## config.mk

```make
export PLATFORM = sky130hd
export DESIGN_NAME = tm1638_spi_decoder
export DESIGN_NICKNAME = d
export VERILOG_FILES = /design/src/rtl/tm1638_spi_decoder_pkg.sv /design/src/rtl/tm1638_spi_decoder_sync_edge.sv /design/src/rtl/tm1638_spi_decoder.sv
export SDC_FILE = /design/constraint.sdc
export NUM_CORES = 1
export LEC_CHECK = 0
export CORE_ASPECT_RATIO = 0.9
export CORE_MARGIN = 3
export CORE_UTILIZATION = 42
export DETAILED_ROUTE_END_ITERATION = 12
export PLACE_DENSITY = 0.61
export SETUP_SLACK_MARGIN = 0.02
export SYNTH_ARGS = -nofsm -noshare
export SYNTH_HDL_FRONTEND = slang
export SYNTH_SLANG_ARGS = --single-unit
```

## constraint.sdc

```tcl
create_clock -name i_Clk -period 6.5 [get_ports i_Clk]
set_input_delay 1.625 -clock i_Clk [delete_from_list [all_inputs] [get_ports i_Clk]]
set_output_delay 1.625 -clock i_Clk [all_outputs]
set_load 0.02 [all_outputs]
```

## src/rtl/tm1638_spi_decoder_pkg.sv

```systemverilog
//------------------------------------------------------------------------------
// Module      : tm1638_decoder_types (package)
// Description : Shared FSM state type and command constants for the TM1638
//               receive-side decoder.
// Revision    : 1.0 - initial release
//------------------------------------------------------------------------------
`default_nettype none

package tm1638_decoder_types;

    typedef enum logic [1:0] {
        IDLE = 2'd0,
        CMD  = 2'd1,
        DATA = 2'd2,
        SKIP = 2'd3
    } state_t;

    // Command class lives in byte[7:6]; class 00 is treated as unknown.
    localparam logic [1:0] CMD_DATA    = 2'b01;
    localparam logic [1:0] CMD_DISPLAY = 2'b10;
    localparam logic [1:0] CMD_ADDR    = 2'b11;
    localparam logic [7:0] KEY_READ    = 8'h42;

endpackage

`default_nettype wire

```

## src/rtl/tm1638_spi_decoder_sync_edge.sv

```systemverilog
//------------------------------------------------------------------------------
// Module      : tm1638_sync_edge
// Description : Synchronizes STB/CLK/DIO into the system clock domain and
//               produces single-cycle SPI-clock-rise and STB rise/fall pulses.
//               All three lines share one delay path so ordering is preserved.
// Revision    : 1.0 - initial release
//------------------------------------------------------------------------------
`default_nettype none

module tm1638_sync_edge #(
    parameter int SYNC_STAGES = 2
) (
    input  logic i_Clk,
    input  logic i_Rst,
    input  logic i_Spi_Stb,
    input  logic i_Spi_Clk,
    input  logic i_Spi_Dio,
    output logic o_Clk_Rise,
    output logic o_Stb_Rise,
    output logic o_Stb_Fall,
    output logic o_Dio
);

    // Bit order in the bundled vectors: [2]=STB, [1]=CLK, [0]=DIO.
    logic [2:0] w_raw;
    logic [2:0] w_sync;
    logic [1:0] prev_q;
    logic [1:0] prev_d;

    assign w_raw = {i_Spi_Stb, i_Spi_Clk, i_Spi_Dio};

    generate
        if (SYNC_STAGES > 0) begin : g_sync
            logic [2:0] sync_q [SYNC_STAGES];
            logic [2:0] sync_d [SYNC_STAGES];

            // Shift chain: stage 0 takes the raw pins, each later stage the one before.
            always_comb begin
                sync_d[0] = w_raw;
                for (int k = 1; k < SYNC_STAGES; k++) begin
                    sync_d[k] = sync_q[k-1];
                end
            end

            // Synchronizer flops reset to the idle-high level of the link.
            always_ff @(posedge i_Clk or posedge i_Rst) begin
                if (i_Rst) begin
                    for (int k = 0; k < SYNC_STAGES; k++) begin
                        sync_q[k] <= 3'b111;
                    end
                end else begin
                    for (int k = 0; k < SYNC_STAGES; k++) begin
                        sync_q[k] <= sync_d[k];
                    end
                end
            end

            assign w_sync = sync_q[SYNC_STAGES-1];
        end else begin : g_bypass
            assign w_sync = w_raw;
        end
    endgenerate

    assign prev_d = w_sync[2:1];

    // Edge-detect flop holding the previous synchronized STB and CLK.
    always_ff @(posedge i_Clk or posedge i_Rst) begin
        if (i_Rst) begin
            prev_q <= 2'b11;
        end else begin
            prev_q <= prev_d;
        end
    end

    assign o_Clk_Rise = w_sync[1] & ~prev_q[0];
    assign o_Stb_Rise = w_sync[2] & ~prev_q[1];
    assign o_Stb_Fall = ~w_sync[2] & prev_q[1];
    assign o_Dio      = w_sync[0];

endmodule

`default_nettype wire

```

## src/rtl/tm1638_spi_decoder.sv

```systemverilog
//------------------------------------------------------------------------------
// Module      : tm1638_spi_decoder
// Description : TM1638 link receiver. Reassembles LSB-first bytes, decodes
//               data / display-control / address commands and keeps a 16-byte
//               shadow of the display RAM for loopback and diagnostics.
// Revision    : 1.0 - initial release
//------------------------------------------------------------------------------
`default_nettype none

module tm1638_spi_decoder
    import tm1638_decoder_types::*;
#(
    parameter int SYNC_STAGES = 2
) (
    input  logic       i_Clk,
    input  logic       i_Rst,
    input  logic       i_SPI_Stb,
    input  logic       i_SPI_Clk,
    input  logic       i_SPI_Dio,
    input  logic [3:0] i_Rd_Addr,
    output logic [7:0] o_Rd_Data,
    output logic       o_Display_On,
    output logic [2:0] o_Brightness,
    output logic [7:0] o_Byte,
    output logic       o_Byte_Valid,
    output logic       o_Byte_Is_Cmd,
    output logic       o_Key_Read_Req,
    output logic       o_Frame_Done,
    output logic       o_Err,
    output state_t     o_Diag_State
);

    logic w_clk_rise, w_stb_rise, w_stb_fall, w_dio;

    tm1638_sync_edge #(.SYNC_STAGES(SYNC_STAGES)) u_sync_edge (
        .i_Clk      (i_Clk),
        .i_Rst      (i_Rst),
        .i_Spi_Stb  (i_SPI_Stb),
        .i_Spi_Clk  (i_SPI_Clk),
        .i_Spi_Dio  (i_SPI_Dio),
        .o_Clk_Rise (w_clk_rise),
        .o_Stb_Rise (w_stb_rise),
        .o_Stb_Fall (w_stb_fall),
        .o_Dio      (w_dio)
    );

    state_t     state_q, state_d;
    logic [2:0] bit_cnt_q, bit_cnt_d;
    logic [7:0] shift_q, shift_d;
    logic [3:0] addr_q, addr_d;
    logic       fixed_q, fixed_d;
    logic       disp_q, disp_d;
    logic [2:0] bright_q, bright_d;
    logic [7:0] byte_q, byte_d;
    logic       byte_valid_q, byte_valid_d;
    logic       byte_is_cmd_q, byte_is_cmd_d;
    logic       key_req_q, key_req_d;
    logic       frame_done_q, frame_done_d;
    logic       err_q, err_d;
    logic       got_byte_q, got_byte_d;
    logic [7:0] ram_q [16];
    logic       ram_we;
    logic [3:0] ram_waddr;
    logic [7:0] w_shift_next;

    // LSB arrives first, so new bits enter at the top and drift down.
    assign w_shift_next = {w_dio, shift_q[7:1]};

    // Next-state decode: STB rise overrides everything, then per-state byte handling.
    always_comb begin
        state_d       = state_q;
        bit_cnt_d     = bit_cnt_q;
        shift_d       = shift_q;
        addr_d        = addr_q;
        fixed_d       = fixed_q;
        disp_d        = disp_q;
        bright_d      = bright_q;
        byte_d        = byte_q;
        byte_valid_d  = 1'b0;
        byte_is_cmd_d = byte_is_cmd_q;
        key_req_d     = 1'b0;
        frame_done_d  = 1'b0;
        err_d         = err_q;
        got_byte_d    = got_byte_q;
        ram_we        = 1'b0;
        ram_waddr     = addr_q;

        if (w_stb_rise) begin
            // A clock edge detected in the same cycle is deliberately dropped.
            state_d      = IDLE;
            if (bit_cnt_q != 3'd0) begin
                err_d = 1'b1;
            end
            frame_done_d = got_byte_q;
            got_byte_d   = 1'b0;
            bit_cnt_d    = 3'd0;
            shift_d      = 8'h00;
        end else begin
            case (state_q)
                IDLE: begin
                    if (w_stb_fall) begin
                        state_d    = CMD;
                        bit_cnt_d  = 3'd0;
                        shift_d    = 8'h00;
                        got_byte_d = 1'b0;
                    end
                end
                CMD, DATA: begin
                    if (w_clk_rise) begin
                        shift_d = w_shift_next;
                        if (bit_cnt_q == 3'd7) begin
                            bit_cnt_d     = 3'd0;
                            byte_d        = w_shift_next;
                            byte_valid_d  = 1'b1;
                            byte_is_cmd_d = (state_q == CMD);
                            got_byte_d    = 1'b1;
                            if (state_q == CMD) begin
                                case (w_shift_next[7:6])
                                    CMD_DATA: begin
                                        // Within the data class only bit 1 separates a key read.
                                        if ((w_shift_next & KEY_READ) == KEY_READ) begin
                                            key_req_d = 1'b1;
                                        end else begin
                                            fixed_d = w_shift_next[2];
                                        end
                                        state_d = SKIP;
                                    end
                                    CMD_DISPLAY: begin
                                        disp_d   = w_shift_next[3];
                                        bright_d = w_shift_next[2:0];
                                        state_d  = SKIP;
                                    end
                                    CMD_ADDR: begin
                                        addr_d  = w_shift_next[3:0];
                                        state_d = DATA;
                                    end
                                    default: begin
                                        err_d   = 1'b1;
                                        state_d = SKIP;
                                    end
                                endcase
                            end else begin
                                ram_we = 1'b1;
                                if (!fixed_q) begin
                                    addr_d = addr_q + 4'd1;
                                end
                            end
                        end else begin
                            bit_cnt_d = bit_cnt_q + 3'd1;
                        end
                    end
                end
                default: begin
                    // SKIP: clock edges ignored until STB rises.
                end
            endcase
        end
    end

    // State, control and shadow-RAM registers.
    always_ff @(posedge i_Clk or posedge i_Rst) begin
        if (i_Rst) begin
            state_q       <= IDLE;
            bit_cnt_q     <= 3'd0;
            shift_q       <= 8'h00;
            addr_q        <= 4'd0;
            fixed_q       <= 1'b0;
            disp_q        <= 1'b0;
            bright_q      <= 3'd0;
            byte_q        <= 8'h00;
            byte_valid_q  <= 1'b0;
            byte_is_cmd_q <= 1'b0;
            key_req_q     <= 1'b0;
            frame_done_q  <= 1'b0;
            err_q         <= 1'b0;
            got_byte_q    <= 1'b0;
            for (int k = 0; k < 16; k++) begin
                ram_q[k] <= 8'h00;
            end
        end else begin
            state_q       <= state_d;
            bit_cnt_q     <= bit_cnt_d;
            shift_q       <= shift_d;
            addr_q        <= addr_d;
            fixed_q       <= fixed_d;
            disp_q        <= disp_d;
            bright_q      <= bright_d;
            byte_q        <= byte_d;
            byte_valid_q  <= byte_valid_d;
            byte_is_cmd_q <= byte_is_cmd_d;
            key_req_q     <= key_req_d;
            frame_done_q  <= frame_done_d;
            err_q         <= err_d;
            got_byte_q    <= got_byte_d;
            if (ram_we) begin
                ram_q[ram_waddr] <= w_shift_next;
            end
        end
    end

    assign o_Rd_Data      = ram_q[i_Rd_Addr];
    assign o_Display_On   = disp_q;
    assign o_Brightness   = bright_q;
    assign o_Byte         = byte_q;
    assign o_Byte_Valid   = byte_valid_q;
    assign o_Byte_Is_Cmd  = byte_is_cmd_q;
    assign o_Key_Read_Req = key_req_q;
    assign o_Frame_Done   = frame_done_q;
    assign o_Err          = err_q;
    assign o_Diag_State   = state_q;

endmodule

`default_nettype wire
```

# After elaboration in Yosys (flattened, before gate mapping)
# Cells that the tools add are included.
# Widths: inputs -> output; s select.
dict set report totals {
  regBits 172
  wordCells 135
  in_bits 9
  out_inout_bits 27
}
dict set report classes {
  n_reduce_logical 18
  order_cmp 3
  n_mux 54
  bitwise 10
  n_eq_ne 15
  addsub 2
}
# operator count
set op_table {}
lappend op_table {{$bwmux 128} 1}
lappend op_table {{$mux 8} 6}
lappend op_table {{$bmux 8 s4} 1}
lappend op_table {{$demux 8 s4} 1}
lappend op_table {{$mux 1} 29}
lappend op_table {{$reduce_and 6->1} 3}
lappend op_table {{$pmux 8 s2} 1}
lappend op_table {{$mux 3} 4}
lappend op_table {{$mux 4} 3}
lappend op_table {{$ge 5x5->1 const B} 2}
lappend op_table {{$mux 2} 5}
lappend op_table {{$not 4->5} 2}
lappend op_table {{$eq 2x2->1 const B} 4}
lappend op_table {{$reduce_and 4->1} 2}
lappend op_table {{$reduce_bool 2->1} 4}
lappend op_table {{$reduce_and 7->1} 1}
lappend op_table {{$ne 2x1->1 const B} 3}
lappend op_table {{$ne 3x1->1 const B} 2}
lappend op_table {{$ne 3x2->1 const B} 2}
lappend op_table {{$pmux 3 s2} 1}
lappend op_table {{$reduce_bool 3->1} 2}
lappend op_table {{$lt 5x1->1 const B} 1}
lappend op_table {{$not 1->1} 5}
lappend op_table {{$reduce_and 5->1} 1}
lappend op_table {{other kinds (13)} 16}

# Depth between registers and ports, before layout
# Gate-level depths: netlist of run 1.
dict set report logic_depth {
  depth_word 8
  mapped_depth 9
}

# Hierarchy
# Synthesis of run 1 repeated with hierarchy kept, for this count alone.
dict set report unflattened {
  hier_cells 538
  hier_area_um2 7754.9
}
# mod cells_per_inst n_inst area_per_inst_um2
set by_module_without_submodules {}
lappend by_module_without_submodules {tm1638_spi_decoder 526 1 7519.7}
lappend by_module_without_submodules {tm1638_sync_edge 12 1 235.2}

# Least setup slack after synthesis of run 1
# OpenSTA, ideal clock, no wires.
dict set report synth_timing {
  path_kind {input -> output}
  start {input i_Rd_Addr[0]}
  end {output o_Rd_Data[1]}
  required_time_ns 4.875
  t_arrival_ns 3.006
  stages 5
  path_slack_ns 1.869
  cell_sequence {clkbuf_1 buf_2 mux4_2 a22oi_1 nand2_1}
}
dict set report synth_between {
  elab_chain_cells 4
}
# element line
set synth_rtl {}
lappend synth_rtl {{start: declaration} tm1638_spi_decoder.sv:20} ;# input logic [3:0] i_Rd_Addr,
lappend synth_rtl {{$not 4->5 (not written as such)} tm1638_spi_decoder.sv:201} ;# assign o_Rd_Data = ram_q[i_Rd_Addr];
lappend synth_rtl {{$bmux 8 s4} tm1638_spi_decoder.sv:201}
lappend synth_rtl {{$mux 8 (not written as such) (2 in a row)} tm1638_spi_decoder.sv:201}
lappend synth_rtl {{end: declaration} tm1638_spi_decoder.sv:21} ;# output logic [7:0] o_Rd_Data,
# Every way passes these cells. The select of a mux whose other input is x is not followed.

# Final worst setup path of run 1
dict set report layout_timing {
  start {input i_Rd_Addr[1]}
  end {output o_Rd_Data[2]}
}
# Same word-level chain as after synthesis.

==> flow_metrics.py, run 1 <==
metrics = {
    "critical_path": {
        "critPathMostFrequentCell": "clkdlybuf4s50_1",
        "path_cells": "clkdlybuf4s50_1 > buf_4 > mux4_2 > a22oi_1 > nand2_1 > clkdlybuf4s50_1",
        "endpoint_kind": "output pin",
        "arrival_ns": 3.87,
        "worstSetupPathType": "input port to output pin",
        "cp_num_buf_inv": 3,
        "crit_fanout": 32,
        "critPathTopFamily": "buffers and inverters",
        "critPathMaxStageDelay_ns": 0.55,
        "cp-start-kind": "input port",
        "crit_slowest_cell": "clkdlybuf4s50_1",
        "cp.required_ns": 4.88,
    },
    "clock_network": {
        "post_cts_buffers": 0,
        "clk-insertion-delay-late_ns": 0.42,
        "clk_pin_slew_ns": 0.06,
        "cts_made_buffers": 17,
        "post_cts_resized": 0,
        "htree_levels": 4,
        "cts_root_buf": "clkbuf_16",
        "postCtsHoldBufs": 0,
        "cts_tree": "built",
        "clockBufferDepth": 2,
        "clock_sinks": 171,
    },
    "power": {
        "power_switching_mw": 0.6369,
        "pwr-share-clk_pct": 43.0,
        "p_leak_nw": 4.337,
        "p_total_mw": 2.445,
        "seqPwrFrac_pct": 47.1,
        "swShare_pct": 26.05,
        "powerDensity_nw_per_um2": 269.5,
        "intPower_mw": 1.808,
        "irDropWorstVdd_v": 0.0002031,
        "p_comb_share_pct": 9.8,
    },
    "timing": {
        "rsz0062_at_grt": "no",
        "slew_headroom_pct": 21.95,
        "finClkSkew_ns": 0.006894,
        "min_period_over_period_pct": 84.47,
        "maxSlewViolCount": 0,
        "tightest_slew_ns": 1.171,
        "period_needed_ns": 5.491,
        "fmax_mhz": 182.1,
        "setup_tns_ns": 0,
        "hold_violations": 0,
        "setup_violations": 0,
    },
    "run": {
        "cap_violations": 0,
    },
    "cells_and_area": {
        "multi_input_area_um2": 3433,
        "layout_commonest_cell": "dfrtp_1",
        "nNetsFinal": 573,
        "n_antenna_cell": 0,
        "layout-drive-gt1-share_pct": 43.62,
        "filler_cell_count": 1594,
        "final_cell_mix": "dfrtp_1 (163), mux2_2 (148), clkdlybuf4s50_1 (34)",
        "seqCellArea_um2": 4289,
        "final-instance-count-excl-fill": 809,
        "syn2layout_area_growth_pct": 14.50,
    },
    "grt": {
        "antenna_found_initial": 1,
        "grt_pass1_vias": 4904,
        "grt_pass1_wl_mm": 28.01,
        "grt_max_degree": 67,
        "grt_overflow": 0,
        "track_usage_pct": 18.06,
    },
    "synth": {
        "synth_area_per_cell_um2": 15.00,
        "yosysUniqueCellTypes": 49,
        "synth_nets": 550,
        "synth-seq-cells": 171,
        "synthTopCellsByArea": "dfrtp_1 (51%), mux2_2 (21%), mux4_2 (9.1%)",
        "synth_area_um2": 7923,
        "synth_top_cell_by_area": "dfrtp_1",
        "synthFlopType": "dfrtp_1",
        "yosysTopAreaCellShare_pct": 51.48,
        "postSynth.asyncResetShare_pct": 100.0,
        "yosysSeqAreaShare_pct": 54.14,
        "synthCells": 528,
        "synth_edf_count": 0,
        "yosys_warnings": 0,
    },
    "route": {
        "wl_per_cell_um": 21.27,
        "vias_per_cell": 5.706,
        "drt_iter0_drc": 155,
        "dr.pass1.iters": 4,
        "drt-total-wl_mm": 17.21,
        "vias": 4616,
        "ant_nets": 0,
        "post-route-drc-count": 0,
    },
    "floorplanning": {
        "io_pins": 36,
        "rows": 47,
        "die_w_um": 150.8,
        "core_um2": 18470,
        "die_area_um2": 20550,
        "start_util_pct": 42.91,
        "dieHeight_um": 136.3,
    },
    "placed_design": {
        "dp_cells": 777,
        "portBuffers": 35,
        "routabilityCongestion": 0.7652,
        "dp_hpwl_mm": 11.20,
    },
    "min_path": {
        "hold_path_class": "flip-flop to flip-flop",
    },
    "status": {
        "status": "finished, final reports clean",
    },
}
## per-layer routing
layer	vias up	track usage [%]	routed length [µm]
li1	2009	-	-
met1	2485	25.28	7751
met2	101	28.69	8375
met3	19	4.167	897
met4	2	4.582	171
met5	-	0	13
## final timing paths
path                                                         from                               to  slack [ns]  depth (start not counted)
hold reg to reg            u_sync_edge.g_sync.sync_d[2]$_DFF_PP1_  u_sync_edge.w_sync[2]$_DFF_PP1_        0.35                          0
hold / removal             u_sync_edge.g_sync.sync_d[2]$_DFF_PP1_  u_sync_edge.w_sync[2]$_DFF_PP1_        0.35                          0
setup reg to reg                      o_Diag_State[0]$_DFFE_PP0P_             ram_q[2]$_DFFE_PP0P_        3.17                          6
min in group asynchronous                                   i_Rst         bit_cnt_q[1]$_DFFE_PP0P_        1.63                          2
setup / recovery                                     i_Rd_Addr[1]                     o_Rd_Data[2]        1.01                          6
max in group asynchronous                                   i_Rst            ram_q[61]$_DFFE_PP0P_        3.64                          3
## worst register-to-register path: cells and delay by family, from the launching register on
family / cells / cell delay [ns]
muxes: 1 / 0.42
buffers and inverters: 1 / 0.09
and+or+nand+nor: 3 / 1.73
adders and majority gates: 1 / 0.54
DFF: 1 / 0.44
## per-stage QoR
stage | setup slack (ns) | util (%) | area (µm²) | hold slack (ns)
3_3_place_gp | 0.9670 | 45.80 | 8457 | 0.3466
6_report | 1.009 | 49.13 | 9071 | 0.3546
2_1_floorplan | 0.2564 | - | 7923 | 0.3452
3_5_place_dp | 1.006 | 45.80 | 8457 | 0.3469
4_1_cts | 1.004 | 49.13 | 9071 | 0.3557
5_1_grt | 0.9051 | 49.13 | 9071 | 0.3645
## registers in the layout, indices dropped and copies added, names as in the netlist
signal                     cells
addr_q                         4
bit_cnt_q                      3
fixed_q                        1
got_byte_q                     1
o_Brightness                   3
o_Byte                         8
o_Byte_Is_Cmd                  1
o_Byte_Valid                   1
o_Diag_State                   2
o_Display_On                   1
o_Err                          1
o_Frame_Done                   1
o_Key_Read_Req                 1
ram_q                        128
shift_q                        7
u_sync_edge.g_sync.sync_d      3
u_sync_edge.prev_q             2
u_sync_edge.w_sync             3
## kinds of logic after synthesis
logic type               count (synthesis)  synth area share (%)
AO/OA/AOI/OAI                           33                 3.032
flip-flops                             171                 54.14
adder cells (fa/ha/maj)                 13                 2.053
AND/OR/NAND/NOR                         80                 7.454
multiplexers                           185                 30.80
buffers and inverters                   46                 2.527
## power groups by stage
stage | combinational (mW) | clock (mW) | sequential, mW
6_report | 0.240 | 1.05 | 1.15
5_1_grt | 0.268 | 1.12 | 1.16
4_1_cts | 0.244 | 1.07 | 1.15
3_5_place_dp | 0.241 | 0 | 1.17
3_3_place_gp | 0.234 | 0 | 1.17
2_1_floorplan | 0.204 | 0 | 1.13
## cells in the mapped netlist (all sizes together) (2+ instances only)
library cell / n
nand3: 13
buf: 13
mux2: 150
nand2: 18
o21ai: 4
a31oi: 2
a22oi: 16
and2: 3
nand2b: 4
mux2i: 3
ha: 13
a41oi: 3
inv: 9
a21oi: 2
nor2: 6
nor2b: 5
mux4: 32
dfrtp: 163
nor4: 2
and3: 8
nand4: 7
dfstp: 8
clkbuf: 23
nor3: 8
## final cells by class
type | instances | share of cell area (%)
repair buffers | 40 | 4.221
inverters | 10 | 0.4966
well taps | 245 | 3.379
clock buffers | 22 | 5.228
flip-flops and latches | 171 | 47.28
multi-input cells | 311 | 37.85
clock inverters | 10 | 1.545
(Power assumes the default switching activity.)
==> run 2, diff against run 1 <==
- PLACE_DENSITY: 0.61 -> 0.59
- clock period: 6.5 -> 5.6 ns (I/O delays scaled with it)
==> run 2 against run 1 <==
Effect of this change: routed wire length fell by 1.6%; critical path depth did not move; combinational power rose by 17%; cell count rose by 0.49%; sequential share of layout area fell by 0.35 points; total power rose by 15%; setup slack got worse by 0.30 ns; global-route usage fell by 0.098 points; die area did not move; via count fell by 3.4%; utilization rose by 0.37 points; register-to-register slack got worse by 0.63 ns; critical path type unchanged; critical endpoint is now o_Rd_Data[5]; largest power group unchanged.
==> flow_metrics.py, run 2 (synthesized netlist as in run 1, its figures left out) <==
metrics = {
    "status": {
        "status": "finished, final reports clean",
    },
    "floorplanning": {
        "start_util_pct": 42.91,
        "rows": 47,
        "dieHeight_um": 136.3,
        "core_um2": 18470,
        "io_pins": 36,
        "die_w_um": 150.8,
        "die_area_um2": 20550,
    },
    "critical_path": {
        "cp-start-kind": "input port",
        "cp.required_ns": 4.20,
        "rr_startpoint": "o_Diag_State[1]$_DFFE_PP0P_",
        "arrival_ns": 3.49,
        "endpoint_kind": "output pin",
        "crit_fanout": 14,
        "worstSetupPathType": "input port to output pin",
        "critical_path.startpoint": "i_Rd_Addr[0]",
    },
    "grt": {
        "antenna_found_initial": 0,
        "grt_max_degree": 90,
        "grt_pass1_wl_mm": 27.74,
        "grt_overflow": 0,
        "grt_pass1_vias": 4795,
        "track_usage_pct": 17.97,
    },
    "route": {
        "drt-total-wl_mm": 16.94,
        "post-route-drc-count": 0,
        "ant_nets": 0,
        "drt_iter0_drc": 265,
        "vias": 4459,
        "vias_per_cell": 5.485,
        "wl_per_cell_um": 20.83,
        "dr.pass1.iters": 4,
    },
    "timing": {
        "min_period_over_period_pct": 87.26,
        "fmax_mhz": 204.7,
        "tightest_slew_ns": 0.9221,
        "setup_tns_ns": 0,
        "setup_violations": 0,
        "fin_ws_ns": 0.7137,
        "rsz0062_at_grt": "no",
        "holdWs_ns": 0.3558,
        "slew_headroom_pct": 38.30,
        "maxSlewViolCount": 0,
        "period_needed_ns": 4.886,
        "finClkSkew_ns": 0.009986,
        "hold_violations": 0,
    },
    "placed_design": {
        "dp_cells": 781,
        "portBuffers": 35,
        "routabilityCongestion": 0.8073,
        "pre_cts_ws_ns": 0.6791,
        "place_area_um2": 8536,
        "dp_hpwl_mm": 11.11,
    },
    "clock_network": {
        "post_cts_buffers": 0,
        "clk-insertion-delay-late_ns": 0.42,
        "postCtsHoldBufs": 0,
        "clock_sinks": 171,
        "cts_tree": "built",
        "clockBufferDepth": 2,
        "post_cts_resized": 0,
        "cts_root_buf": "clkbuf_16",
        "htree_levels": 4,
        "clk_pin_slew_ns": 0.07,
        "cts_made_buffers": 17,
    },
    "cells_and_area": {
        "final_cell_mix": "dfrtp_1 (163), mux2_2 (148), clkdlybuf4s50_1 (34)",
        "syn2layout_area_growth_pct": 15.35,
        "postLayoutCoreUtil_pct": 49.49,
        "design_area_um2": 9139,
        "final-instance-count-excl-fill": 813,
        "largest_reg_flops": 128,
        "top_register": "ram_q",
        "nNetsFinal": 577,
        "n_antenna_cell": 0,
        "layout-drive-gt1-share_pct": 44.37,
        "layout_commonest_cell": "dfrtp_1",
    },
    "power": {
        "powerDensity_nw_per_um2": 307.5,
        "p_total_mw": 2.810,
        "p_leak_nw": 4.367,
        "irDropWorstVdd_v": 0.0002008,
    },
    "run": {
        "cap_violations": 0,
    },
    "min_path": {
        "hold_start": "u_sync_edge.g_sync.sync_d[2]$_DFF_PP1_",
        "hold_path_class": "flip-flop to flip-flop",
    },
}
run 2: changes by cell type in the layout (fill, tap and decap cells not counted):
cell / before / now
clkinv_4: 1 / 2
bufinv_16: 3 / 2
clkbuf_1: 2 / 0
inv_6: 2 / 3
buf_12: 0 / 4
clkinvlp_4: 3 / 4
run 2: cell type report:
type / count / area (µm²)
clock buffers: 20 / 466.7
clock inverters: 12 / 136.4
fillers: 1621 / 9326
inverters: 10 / 43.79
multi-input cells: 311 / 3433
flip-flops and latches: 171 / 4289
well taps: 245 / 306.5
repair buffers: 44 / 462.9
run 2: worst paths after layout:
kind	slack, ns	end	depth (start not counted)
worst max-delay path	0.71	o_Rd_Data[5]	6
worst min-delay path	0.36	u_sync_edge.w_sync[2]$_DFF_PP1_	0
worst max register to register	2.54	ram_q[13]$_DFFE_PP0P_	7
worst min register to register	0.36	u_sync_edge.w_sync[2]$_DFF_PP1_	0
max in group asynchronous	3.13	ram_q[119]$_DFFE_PP0P_	3
min in group asynchronous	1.35	bit_cnt_q[1]$_DFFE_PP0P_	2
run 2: metal layers:
metal / track usage, % / routed length, µm
met4: 3.877 / 142
met3: 3.933 / 597
met5: 0 / 0
met2: 29.21 / 8288
met1: 24.99 / 7908
run 2: power by group:
part	internal, mW	total, mW	switching [mW]
clock network	0.697	1.19	0.497
registers	1.26	1.33	0.0721
logic	0.101	0.281	0.180
run 2: worst max-delay path, cell delays in order:
cell and delay [ns]:
buf_2 0.41, buf_12 0.24, mux4_2 0.50, a22oi_1 0.25, nand2_1 0.11, clkdlybuf4s50_1 0.55
